--- src/rtl/dm_arbiter.sv ---
// dm_arbiter: two-port round-robin arbiter in front of a single-ported data
// memory (DM). Port 0 is the CPU MEM stage, port 1 is the DMA engine. One
// transaction is in flight at a time; sub-word stores are lane-steered with
// byte write enables and loads are extracted from the addressed lane.
//
// state  | meaning
// -------+------------------------------------------------------------
// IDLE   | accepting requests, grant issued combinationally
// ACCESS | DM cycle (CS=1); writes complete here, reads move to RESP
// RESP   | read data from DM presented on rsp_rdata
// ERR    | misaligned request answered with rsp_err, DM untouched
module dm_arbiter #(
    parameter int ADDR_W = 14,
    parameter int DATA_W = 32
) (
    input  logic              clk,
    input  logic              rst,
    input  logic [1:0]        req,
    input  logic [1:0]        we,
    input  logic [31:0]       addr0,
    input  logic [31:0]       addr1,
    input  logic [2:0]        funct3_0,
    input  logic [2:0]        funct3_1,
    input  logic [DATA_W-1:0] wdata0,
    input  logic [DATA_W-1:0] wdata1,
    output logic [1:0]        gnt,
    output logic [1:0]        rsp_valid,
    output logic              rsp_err,
    output logic [DATA_W-1:0] rsp_rdata,
    output logic              busy,
    output logic              CS,
    output logic              OE,
    output logic [3:0]        WEB,
    output logic [ADDR_W-1:0] A,
    output logic [DATA_W-1:0] DI,
    input  logic [DATA_W-1:0] DO
);

    typedef enum logic [1:0] {
        IDLE   = 2'd0,
        ACCESS = 2'd1,
        RESP   = 2'd2,
        ERR    = 2'd3
    } state_t;

    state_t              state_q, state_d;
    logic                last_q, last_d;
    logic                port_q, port_d;
    logic                we_q, we_d;
    logic [ADDR_W+1:0]   addr_q, addr_d;
    logic [2:0]          f3_q, f3_d;
    logic [DATA_W-1:0]   wdata_q, wdata_d;

    logic                win;
    logic                sel_we;
    logic [ADDR_W+1:0]   sel_addr;
    logic [2:0]          sel_f3;
    logic [DATA_W-1:0]   sel_wdata;
    logic                sel_mis;

    // Address bits above the DM word range are ignored.
    logic                unused_addr_hi;
    assign unused_addr_hi = ^{addr0[31:ADDR_W+2], addr1[31:ADDR_W+2]};

    // funct3[1:0] carries the size: 00 byte, 01 half, anything else word.
    logic                is_b, is_h;
    assign is_b = (f3_q[1:0] == 2'b00);
    assign is_h = (f3_q[1:0] == 2'b01);

    // Round-robin pick: lone requester wins, on a tie the port not granted last.
    always_comb begin
        win = 1'b0;
        if (req == 2'b10)
            win = 1'b1;
        else if (req == 2'b11)
            win = ~last_q;
    end

    // Mux the winner's request fields and classify its alignment.
    always_comb begin
        sel_we    = win ? we[1] : we[0];
        sel_addr  = win ? addr1[ADDR_W+1:0] : addr0[ADDR_W+1:0];
        sel_f3    = win ? funct3_1 : funct3_0;
        sel_wdata = win ? wdata1 : wdata0;
        case (sel_f3)
            3'b000, 3'b100: sel_mis = 1'b0;
            3'b001, 3'b101: sel_mis = sel_addr[0];
            default:        sel_mis = |sel_addr[1:0];
        endcase
    end

    // State, grant pointer and latched request fields.
    always_ff @(posedge clk or negedge rst) begin
        if (!rst) begin
            state_q <= IDLE;
            last_q  <= 1'b1;
            port_q  <= 1'b0;
            we_q    <= 1'b0;
            addr_q  <= '0;
            f3_q    <= '0;
            wdata_q <= '0;
        end else begin
            state_q <= state_d;
            last_q  <= last_d;
            port_q  <= port_d;
            we_q    <= we_d;
            addr_q  <= addr_d;
            f3_q    <= f3_d;
            wdata_q <= wdata_d;
        end
    end

    // Next-state logic and grant; the grant is masked while reset is held.
    always_comb begin
        state_d = state_q;
        last_d  = last_q;
        port_d  = port_q;
        we_d    = we_q;
        addr_d  = addr_q;
        f3_d    = f3_q;
        wdata_d = wdata_q;
        gnt     = 2'b00;
        case (state_q)
            IDLE: begin
                if (rst && (|req)) begin
                    gnt[win] = 1'b1;
                    last_d   = win;
                    port_d   = win;
                    we_d     = sel_we;
                    addr_d   = sel_addr;
                    f3_d     = sel_f3;
                    wdata_d  = sel_wdata;
                    state_d  = sel_mis ? ERR : ACCESS;
                end
            end
            ACCESS:  state_d = we_q ? IDLE : RESP;
            RESP:    state_d = IDLE;
            ERR:     state_d = IDLE;
            default: state_d = IDLE;
        endcase
    end

    logic [15:0] do_lane;
    assign do_lane = 16'(DO >> {addr_q[1:0], 3'b000});

    // DM pins and response outputs; everything parks at its idle value by default.
    always_comb begin
        CS        = 1'b0;
        OE        = 1'b0;
        WEB       = 4'hF;
        A         = '0;
        DI        = '0;
        rsp_valid = 2'b00;
        rsp_err   = 1'b0;
        rsp_rdata = '0;
        case (state_q)
            ACCESS: begin
                CS = 1'b1;
                A  = addr_q[ADDR_W+1:2];
                if (we_q) begin
                    rsp_valid[port_q] = 1'b1;
                    if (is_b) begin
                        WEB = ~(4'b0001 << addr_q[1:0]);
                        DI  = {{(DATA_W-8){1'b0}}, wdata_q[7:0]} << {addr_q[1:0], 3'b000};
                    end else if (is_h) begin
                        WEB = ~(4'b0011 << {addr_q[1], 1'b0});
                        DI  = {{(DATA_W-16){1'b0}}, wdata_q[15:0]} << {addr_q[1], 4'b0000};
                    end else begin
                        WEB = 4'b0000;
                        DI  = wdata_q;
                    end
                end else begin
                    OE = 1'b1;
                end
            end
            RESP: begin
                OE = 1'b1;
                rsp_valid[port_q] = 1'b1;
                if (is_b)
                    rsp_rdata = {{(DATA_W-8){do_lane[7] & ~f3_q[2]}}, do_lane[7:0]};
                else if (is_h)
                    rsp_rdata = {{(DATA_W-16){do_lane[15] & ~f3_q[2]}}, do_lane[15:0]};
                else
                    rsp_rdata = DO;
            end
            ERR: begin
                rsp_valid[port_q] = 1'b1;
                rsp_err           = 1'b1;
            end
            default: ;
        endcase
    end

    assign busy = (state_q != IDLE);

endmodule

--- config.mk ---
export PLATFORM = sky130hd
export DESIGN_NAME = dm_arbiter
export DESIGN_NICKNAME = d
export VERILOG_FILES = /design/src/rtl/dm_arbiter.sv
export SDC_FILE = /design/constraint.sdc
export NUM_CORES = 1
export LEC_CHECK = 0
export BUFFER_PORTS_ARGS = -buffer_cell sky130_fd_sc_hd__buf_4
export CORE_MARGIN = 5
export CORE_UTILIZATION = 47
export CTS_CLUSTER_SIZE = 25
export DETAILED_ROUTE_END_ITERATION = 7
export PLACE_DENSITY_LB_ADDON = 0.25
export SKIP_LAST_GASP = 1
export SLEW_MARGIN = 0
export SYNTH_ARGS = -nofsm -noshare
export SYNTH_HDL_FRONTEND = slang
export SYNTH_SLANG_ARGS = --single-unit
export TNS_END_PERCENT = 20
--- constraint.sdc ---
create_clock -name clk -period 3.6 [get_ports clk]
set_clock_uncertainty 0.15 [all_clocks]
set_input_delay 0.18 -clock clk [delete_from_list [all_inputs] [get_ports clk]]
set_output_delay 0.18 -clock clk [all_outputs]
set_load 0.02 [all_outputs]
==> impl_metrics.yaml, run 1 <==
logic_synthesis:
  synth_largest_type_area_fraction_pct: 33.86
  synthesis.yosys.warnings: 0
  synth_top_cell_by_area: "sky130_fd_sc_hd__dfrtp_1"
  postSynthAreaPerCell_um2: 8.451
  synthTopCellsByArea: "sky130_fd_sc_hd__dfrtp_1 34%, sky130_fd_sc_hd__mux2i_1 13%, sky130_fd_sc_hd__o21ai_0 8.0%, sky130_fd_sc_hd__nand2_1 6.7%, sky130_fd_sc_hd__and2_1 5.1%"
  number_of_flops_mapped_to_enable_cells_by_yosys: 0
  synth_async_sr_flop_share_pct: 100.0
  postSynthRegisterBits: 56
  synthDistinctLibCells: 39
  postSynthNetCount: 657
  synthFlopType: "sky130_fd_sc_hd__dfrtp_1"
  synthesis.area_mm2: 0.004065
  sequential_to_total_area_share_from_yosys_stat_pct: 34.50
  synthesis.instances: 481
setup_path:
  endpoint_kind: "output pin"
  crit_path_frequent_cell: "sky130_fd_sc_hd__buf_4"
  regToRegStartpoint: "state_q[0]"
  worst-r2r-setup-slack_ns: 1.53
  critical_path.max_stage_delay_ns: 0.67
  critical_path.startpoint_type: "flip-flop"
  critical-path-slowest-cell: "sky130_fd_sc_hd__a211oi_4"
  worstPathMaxFanout: 18
  crit_path_cell_trace: "buf_4 -> nor2b_1 -> a22oi_1 -> a211oi_4 -> a21o_1 -> buf_4"
  r2r_end: "wdata_q[4]"
  critical_path_arrival_ns: 2.68
  worst_r2r_path_depth: 4
  worst_ep_required_ns: 3.27
  critical_path_type: "flip-flop to output pin"
clock_tree:
  cts_repair_resize_count: 0
  cts-buffers-inserted: 5
  clk_latency_ns: 0.31
  cts.sinks: 56
  tritoncts_clock_tree: "done"
  cts_setup_buffers: 0
  clk_pin_slew_ns: 0.10
  h-tree-depth: 2
  ctsRootBufferMaster: "sky130_fd_sc_hd__clkbuf_8"
  cts_max_path_buffers: 2
power:
  worst_ir_drop_vdd_uv: 269.3
  combinationalPowerShare_pct: 59.1
  clockPowerShare_pct: 10.6
  power.share.sequential_pct: 30.3
  internal-power_uw: 2126
  leakage_uw: 0.003102
  power_per_cell_area_mw_per_mm2: 661.8
  power.switching_uw: 1825
  power.share.switching_pct: 46.19
final_layout:
  num_antenna_cells: 0
  post_layout_utilization_of_the_core_pct: 69.48
  area_delta_synth_final_pct: 46.88
  finish.net_count: 866
  drive_above_1_share_pct: 37.63
detailed_routing:
  via_per_inst: 5.498
  met2_wirelength_um: 6959
  final_antenna_net_count: 0
  avgRoutedWirePerCell_um: 16.84
  topRoutingLayerUsed: "met4"
  route.layer.met1.wl_um: 5370
  post-route-drc-count: 0
  via_count: 4393
  wl_met3_um: 958
  drt_iter0_drc: 206
  drt-pass1-iter-count: 5
  postRouteWirelength_um: 13460
place:
  place_hpwl_um: 10460
  dp_worst_setup_slack_ns: 0.9066
  routabilityCongestion: 0.8773
  numPortBuffers: 229
sta:
  setup_viol: 0
  min_period_ns: 3.007
  slew_headroom_pct: 39.02
  setup_ws_ns: 0.5926
  rsz0062_at_grt: "false"
  final_min_period_over_clock_period_pct: 83.54
  worstMarginPinSlew_ns: 0.9147
  finalHoldViolations: 0
  final-max-slew-violation-count: 0
  clock.fmax_ghz: 0.3325
  setup_tns_ns: 0
grt:
  grt_start_max_net_pins: 109
  grt_first_pass_wirelength_um: 20680
  vias_in_the_first_global_route: 4205
  number_of_antenna_violations_at_the_first_check_in_global_routing: 0
  grt.overflow.total: 0
  global_route.usage.total_pct: 24.40
hold_path:
  hold_path.startpoint: "wdata0[16]"
  timing.hold.worst_path_depth: 3
  worst_hold_path_type: "input pin to flip-flop"
  worstHoldEndpoint: "wdata_q[16]"
job:
  maxCapViolCount: 0
floorplanning:
  rows: 34
  fp.dieH_um: 103
  die_w_um: 103
  ios: 262
  dieArea_mm2: 0.01061
  starting_density_of_the_core_pct: 47.31
  design.core.area_mm2: 0.008593
status:
  run_status: "finished clean"
==> layout by cell type (no fill, tap or decap), drive strengths merged, types with 4 or more instances in the layout <==
cell	netlist	layout
a22oi	26	26
a21oi	9	9
ha	4	4
mux2i	53	53
dfrtp	55	55
clkbuf	22	6
inv	15	16
nand2	73	73
nor2	28	28
a22o	4	4
a221oi	11	11
o21ai	65	65
a2111oi	8	8
and2	33	33
a21o	16	16
a21boi	5	5
nor2b	6	6
buf	16	237
mux2	8	8
==> logic make-up after synthesis <==
family                     count (synthesis)  share of synthesized area [%]
AOI/OAI and AO/OA                        157                          25.67
adders and majority gates                  4                          1.231
buffers and inverters                     53                          5.879
DFF                                       56                          34.50
muxes                                     62                          15.82
and+or+nand+nor                          149                          16.90
==> cell type report <==
class / instances / area (um2)
clock buffers: 6 / 72.57
clock inverters: 2 / 38.79
fillers: 713 / 2623
inverters: 15 / 56.30
multi-input cells: 372 / 2442
flip-flops and latches: 56 / 1404
well taps: 108 / 135.1
repair buffers: 240 / 1822
==> per-layer routing <==
metal | GRT usage [%] | vias up
met1 | 30.66 | 2090
met5 | 0 | -
li1 | - | 2120
met3 | 4.736 | 16
met4 | 4.582 | 0
met2 | 43.76 | 167
==> timing repair <==
action / in CTS / in global routing
endpoints found under the setup margin: 0 / 0
hold buffers: 2 / 1
endpoints found under the hold margin: 56 / 1
==> power groups by stage <==
stage / registers (uW) / logic [uW] / clock network [uW]
finish: 1200 / 2340 / 419
global route: 1240 / 2580 / 446
detailed placement: 1200 / 2340 / 0
global placement: 1190 / 2270 / 0
floorplan: 1080 / 1610 / 0
CTS: 1190 / 2340 / 423
==> synthesized netlist by cell type, types with 3 or more instances <==
| cell | number |
|---|---|
| sky130_fd_sc_hd__a22o_1 | 4 |
| sky130_fd_sc_hd__o21ai_0 | 65 |
| sky130_fd_sc_hd__nand2b_1 | 3 |
| sky130_fd_sc_hd__clkbuf_1 | 22 |
| sky130_fd_sc_hd__a2111oi_0 | 8 |
| sky130_fd_sc_hd__nand2_1 | 73 |
| sky130_fd_sc_hd__a2bb2oi_1 | 3 |
| sky130_fd_sc_hd__buf_4 | 4 |
| sky130_fd_sc_hd__dfrtp_1 | 55 |
| sky130_fd_sc_hd__a22oi_1 | 26 |
| sky130_fd_sc_hd__a21boi_0 | 5 |
| sky130_fd_sc_hd__o21a_1 | 3 |
| sky130_fd_sc_hd__a221oi_1 | 11 |
| sky130_fd_sc_hd__a21o_1 | 16 |
| sky130_fd_sc_hd__mux2_2 | 7 |
| sky130_fd_sc_hd__nor2_1 | 27 |
| sky130_fd_sc_hd__a21oi_1 | 9 |
| sky130_fd_sc_hd__ha_1 | 4 |
| sky130_fd_sc_hd__and2_1 | 33 |
| sky130_fd_sc_hd__buf_2 | 8 |
| sky130_fd_sc_hd__inv_1 | 15 |
| sky130_fd_sc_hd__mux2i_1 | 53 |
| sky130_fd_sc_hd__nor2b_1 | 6 |
==> worst max-delay path by stage <==
stage          slack, ns             to        from
2_1_floorplan       1.08         DI[24]  state_q[1]
3_3_place_gp        1.01  rsp_rdata[23]   addr_q[1]
3_5_place_dp        0.91  rsp_rdata[30]   addr_q[0]
4_1_cts             0.57  rsp_rdata[30]   addr_q[0]
5_1_grt             0.38  rsp_rdata[31]   addr_q[1]
6_report            0.59  rsp_rdata[30]   addr_q[0]
==> stage by stage <==
step | cells | hold slack [ns] | cell area (um2) | power (uW)
2_1_floorplan | 481 | -0.2656 | 4065 | 2696
3_3_place_gp | 788 | 0.2226 | 5829 | 3460
3_5_place_dp | 788 | 0.2236 | 5829 | 3542
4_1_cts | 798 | 0.004787 | 5961 | 3959
5_1_grt | 799 | 0.001724 | 5971 | 4260
6_report | 799 | 0.001793 | 5971 | 3951
==> state kept, by name, indices dropped and copies added, names as in the netlist <==
| register | cells |
|---|---|
| last_q | 1 |
| state_q | 2 |
| wdata_q | 32 |
| we_q | 1 |
| f3_q | 3 |
| port_q | 1 |
| addr_q | 16 |
==> worst max-delay path: cells and delay by family, from the launching register on <==
family	cells	cell delay, ns
flip-flops	1	0.38
AO/OA/AOI/OAI	3	1.09
AND/OR/NAND/NOR	1	0.54
buffers and inverters	2	0.34
Note: power is estimated with default switching activity, not from simulation.
==> run 2, diff against run 1 <==
--- a/config.mk
+++ b/config.mk
@@ -7,7 +7,7 @@
 export LEC_CHECK = 0
 export BUFFER_PORTS_ARGS = -buffer_cell sky130_fd_sc_hd__buf_4
 export CORE_MARGIN = 5
-export CORE_UTILIZATION = 47
+export CORE_UTILIZATION = 43
 export CTS_CLUSTER_SIZE = 25
 export DETAILED_ROUTE_END_ITERATION = 7
 export PLACE_DENSITY_LB_ADDON = 0.25
==> constraint.sdc (replaced) <==
create_clock -name clk -period 2.95 [get_ports clk]
set_clock_uncertainty 0.15 [all_clocks]
set_input_delay 0.1475 -clock clk [delete_from_list [all_inputs] [get_ports clk]]
set_output_delay 0.1475 -clock clk [all_outputs]
set_load 0.02 [all_outputs]
==> run 2 against run 1 <==
Net effect:
- the flow now finishes with violations (negative hold slack)
- register-to-register slack worse by 0.96 ns
- global-route usage increased by 1.3 points
- first-iteration DRC count increased by 21%
- sequential cell count unchanged
- sequential share of layout area shrank 2.1 points
- count of clock-buffer cells in the layout unchanged
- clock power rose by 25%
- core utilization rose by 1.5 points
- critical path type unchanged
- largest cell class unchanged
- largest power group unchanged
- highest routed layer unchanged
==> impl_metrics.yaml, run 2 (synthesis results as in run 1) <==
hold_path:
  worst_hold_path_type: "input pin to flip-flop"
sta:
  final-max-slew-violation-count: 0
  rsz0062_at_grt: "false"
  setup_tns_ns: 0
  setup_viol: 0
  finalHoldViolations: 2
  slew_headroom_pct: 48.96
  timing.hold.ws_ns: -0.003883
  final_min_period_over_clock_period_pct: 89.12
  clock.fmax_ghz: 0.3804
  worstMarginPinSlew_ns: 0.7641
  min_period_ns: 2.629
final_layout:
  largest_register_ffs: 32
  most_common_cell_after_layout_fill_and_taps_aside: "sky130_fd_sc_hd__buf_4"
  finish.net_count: 924
  area_delta_synth_final_pct: 61.25
  num_antenna_cells: 0
  n_fill_cell: 728
  leading_cell_types_in_the_layout_fill_and_taps_excluded: "245 x sky130_fd_sc_hd__buf_4, 72 x sky130_fd_sc_hd__nand2_1, 65 x sky130_fd_sc_hd__o21ai_0, 54 x sky130_fd_sc_hd__dfrtp_1, 53 x sky130_fd_sc_hd__mux2i_1"
  largest_registers: "wdata_q (32), addr_q (16), f3_q (3)"
  regMostFlops: "wdata_q"
  drive_above_1_share_pct: 35.91
clock_tree:
  ctsRootBufferMaster: "sky130_fd_sc_hd__clkbuf_8"
  tritoncts_clock_tree: "done"
  cts.sinks: 56
  cts-buffers-inserted: 5
  h-tree-depth: 2
  clk_pin_slew_ns: 0.11
  clk_latency_ns: 0.31
  cts_setup_buffers: 0
  cts_max_path_buffers: 2
status:
  failed_checks: "negative hold slack"
  run_status: "complete, but fails checks"
setup_path:
  crit_path_frequent_cell: "sky130_fd_sc_hd__buf_4"
  critical_path.startpoint_type: "flip-flop"
  crit_path_cell_trace: "buf_4 -> nor2b_1 -> a22oi_1 -> a211oi_4 -> a21o_1 -> buf_4"
  critical_path_arrival_ns: 2.33
  worst_ep_required_ns: 2.65
  critical_path.max_stage_delay_ns: 0.65
  crit_buf_inv: 2
  worstPathMaxFanout: 16
  cell_family_contributing_the_most_delay_on_the_critical_path: "compound AO/OA/AOI/OAI gates"
  critical-path-slowest-cell: "sky130_fd_sc_hd__a211oi_4"
  critical_path_type: "flip-flop to output pin"
  endpoint_kind: "output pin"
detailed_routing:
  postRouteWirelength_um: 15280
  post-route-drc-count: 0
  via_per_inst: 5.343
  avgRoutedWirePerCell_um: 17.40
  via_count: 4691
  drt-pass1-iter-count: 5
  drt_iter0_drc: 249
  final_antenna_net_count: 0
power:
  leakage_uw: 0.003350
  total_power_uw: 5042
  power_per_cell_area_mw_per_mm2: 769.2
  worst_ir_drop_vdd_uv: 314.9
place:
  routabilityCongestion: 0.8034
  numPortBuffers: 229
  place_hpwl_um: 10940
floorplanning:
  starting_density_of_the_core_pct: 43.99
  rows: 35
  design.core.area_mm2: 0.009240
  ios: 262
  fp.dieH_um: 107.2
  dieArea_mm2: 0.01150
  die_w_um: 107.2
grt:
  number_of_antenna_violations_at_the_first_check_in_global_routing: 0
  grt.overflow.total: 0
  vias_in_the_first_global_route: 4779
  grt_start_max_net_pins: 63
  global_route.usage.total_pct: 25.74
  grt_first_pass_wirelength_um: 23630
job:
  maxCapViolCount: 0
[run 2: cell count changes in the layout (fill, tap and decap cells not counted), sizes merged]
cell,delta
buf,+9
dlygate4sd3,+49
[run 2: final cells by class]
class | count | area (um2) | share of cell area (%)
multi-input combinational | 372 | 2442 | 37.26
timing repair buffer | 298 | 2380 | 36.30
sequential | 56 | 1404 | 21.42
tap | 129 | 161.4 | 2.462
clock buffer | 6 | 72.57 | 1.107
inverter | 15 | 56.30 | 0.8589
clock inverter | 2 | 38.79 | 0.5917
[run 2: path summary, 6_finish.rpt]
kind	slack (ns)	to	start	depth (start not counted)
min in group asynchronous	0.41	port_q	rst	3
hold / removal	-0.004	wdata_q[9]	wdata1[9]	3
hold reg to reg	0.33	addr_q[4]	addr_q[4]	2
max in group asynchronous	1.75	f3_q[1]	rst	3
setup / recovery	0.32	rsp_rdata[27]	addr_q[0]	6
setup reg to reg	0.57	addr_q[6]	last_q	5
[run 2: worst register-to-register path: stages, from the launching register on]
cell and delay (ns):
sky130_fd_sc_hd__dfstp_2 0.40, sky130_fd_sc_hd__a21boi_4 0.37, sky130_fd_sc_hd__buf_12 0.36, sky130_fd_sc_hd__mux2i_1 0.28
sky130_fd_sc_hd__dlygate4sd3_1 0.58, sky130_fd_sc_hd__o21ai_0 0.09
[run 2: stage by stage]
step | setup slack (ns) | area (um2) | hold WS, ns | util (%) | instances
after floorplan | 0.4624 | 4065 | -0.2981 | - | 481
after global placement | 0.7707 | 5923 | 0.2171 | 64.10 | 818
after detailed placement | 0.6901 | 5923 | 0.2191 | 64.10 | 818
after CTS | 0.3223 | 6535 | 0.0001445 | 70.72 | 876
after global routing | 0.1459 | 6555 | 0.00003172 | 70.94 | 878
final | 0.3211 | 6555 | -0.003883 | 70.94 | 878
[run 2: repair_timing]
action,CTS,global route
resized for setup,0,0
hold buffers,50,2
hold endpoints to repair,83,1
[run 2: power by group]
part / switching [uW] / internal, uW / total, uW
registers: 369 / 1130 / 1500
clock network: 268 / 257 / 525
logic: 1690 / 1330 / 3020
[run 2: per-layer routing]
metal	share of wire (%)	global-route usage (%)	routed length (um)
met5	0	0	0
met4	2.1	7.945	320
met3	7.7	5.358	1169
met2	52	46.51	7882
met1	39	30.38	5903
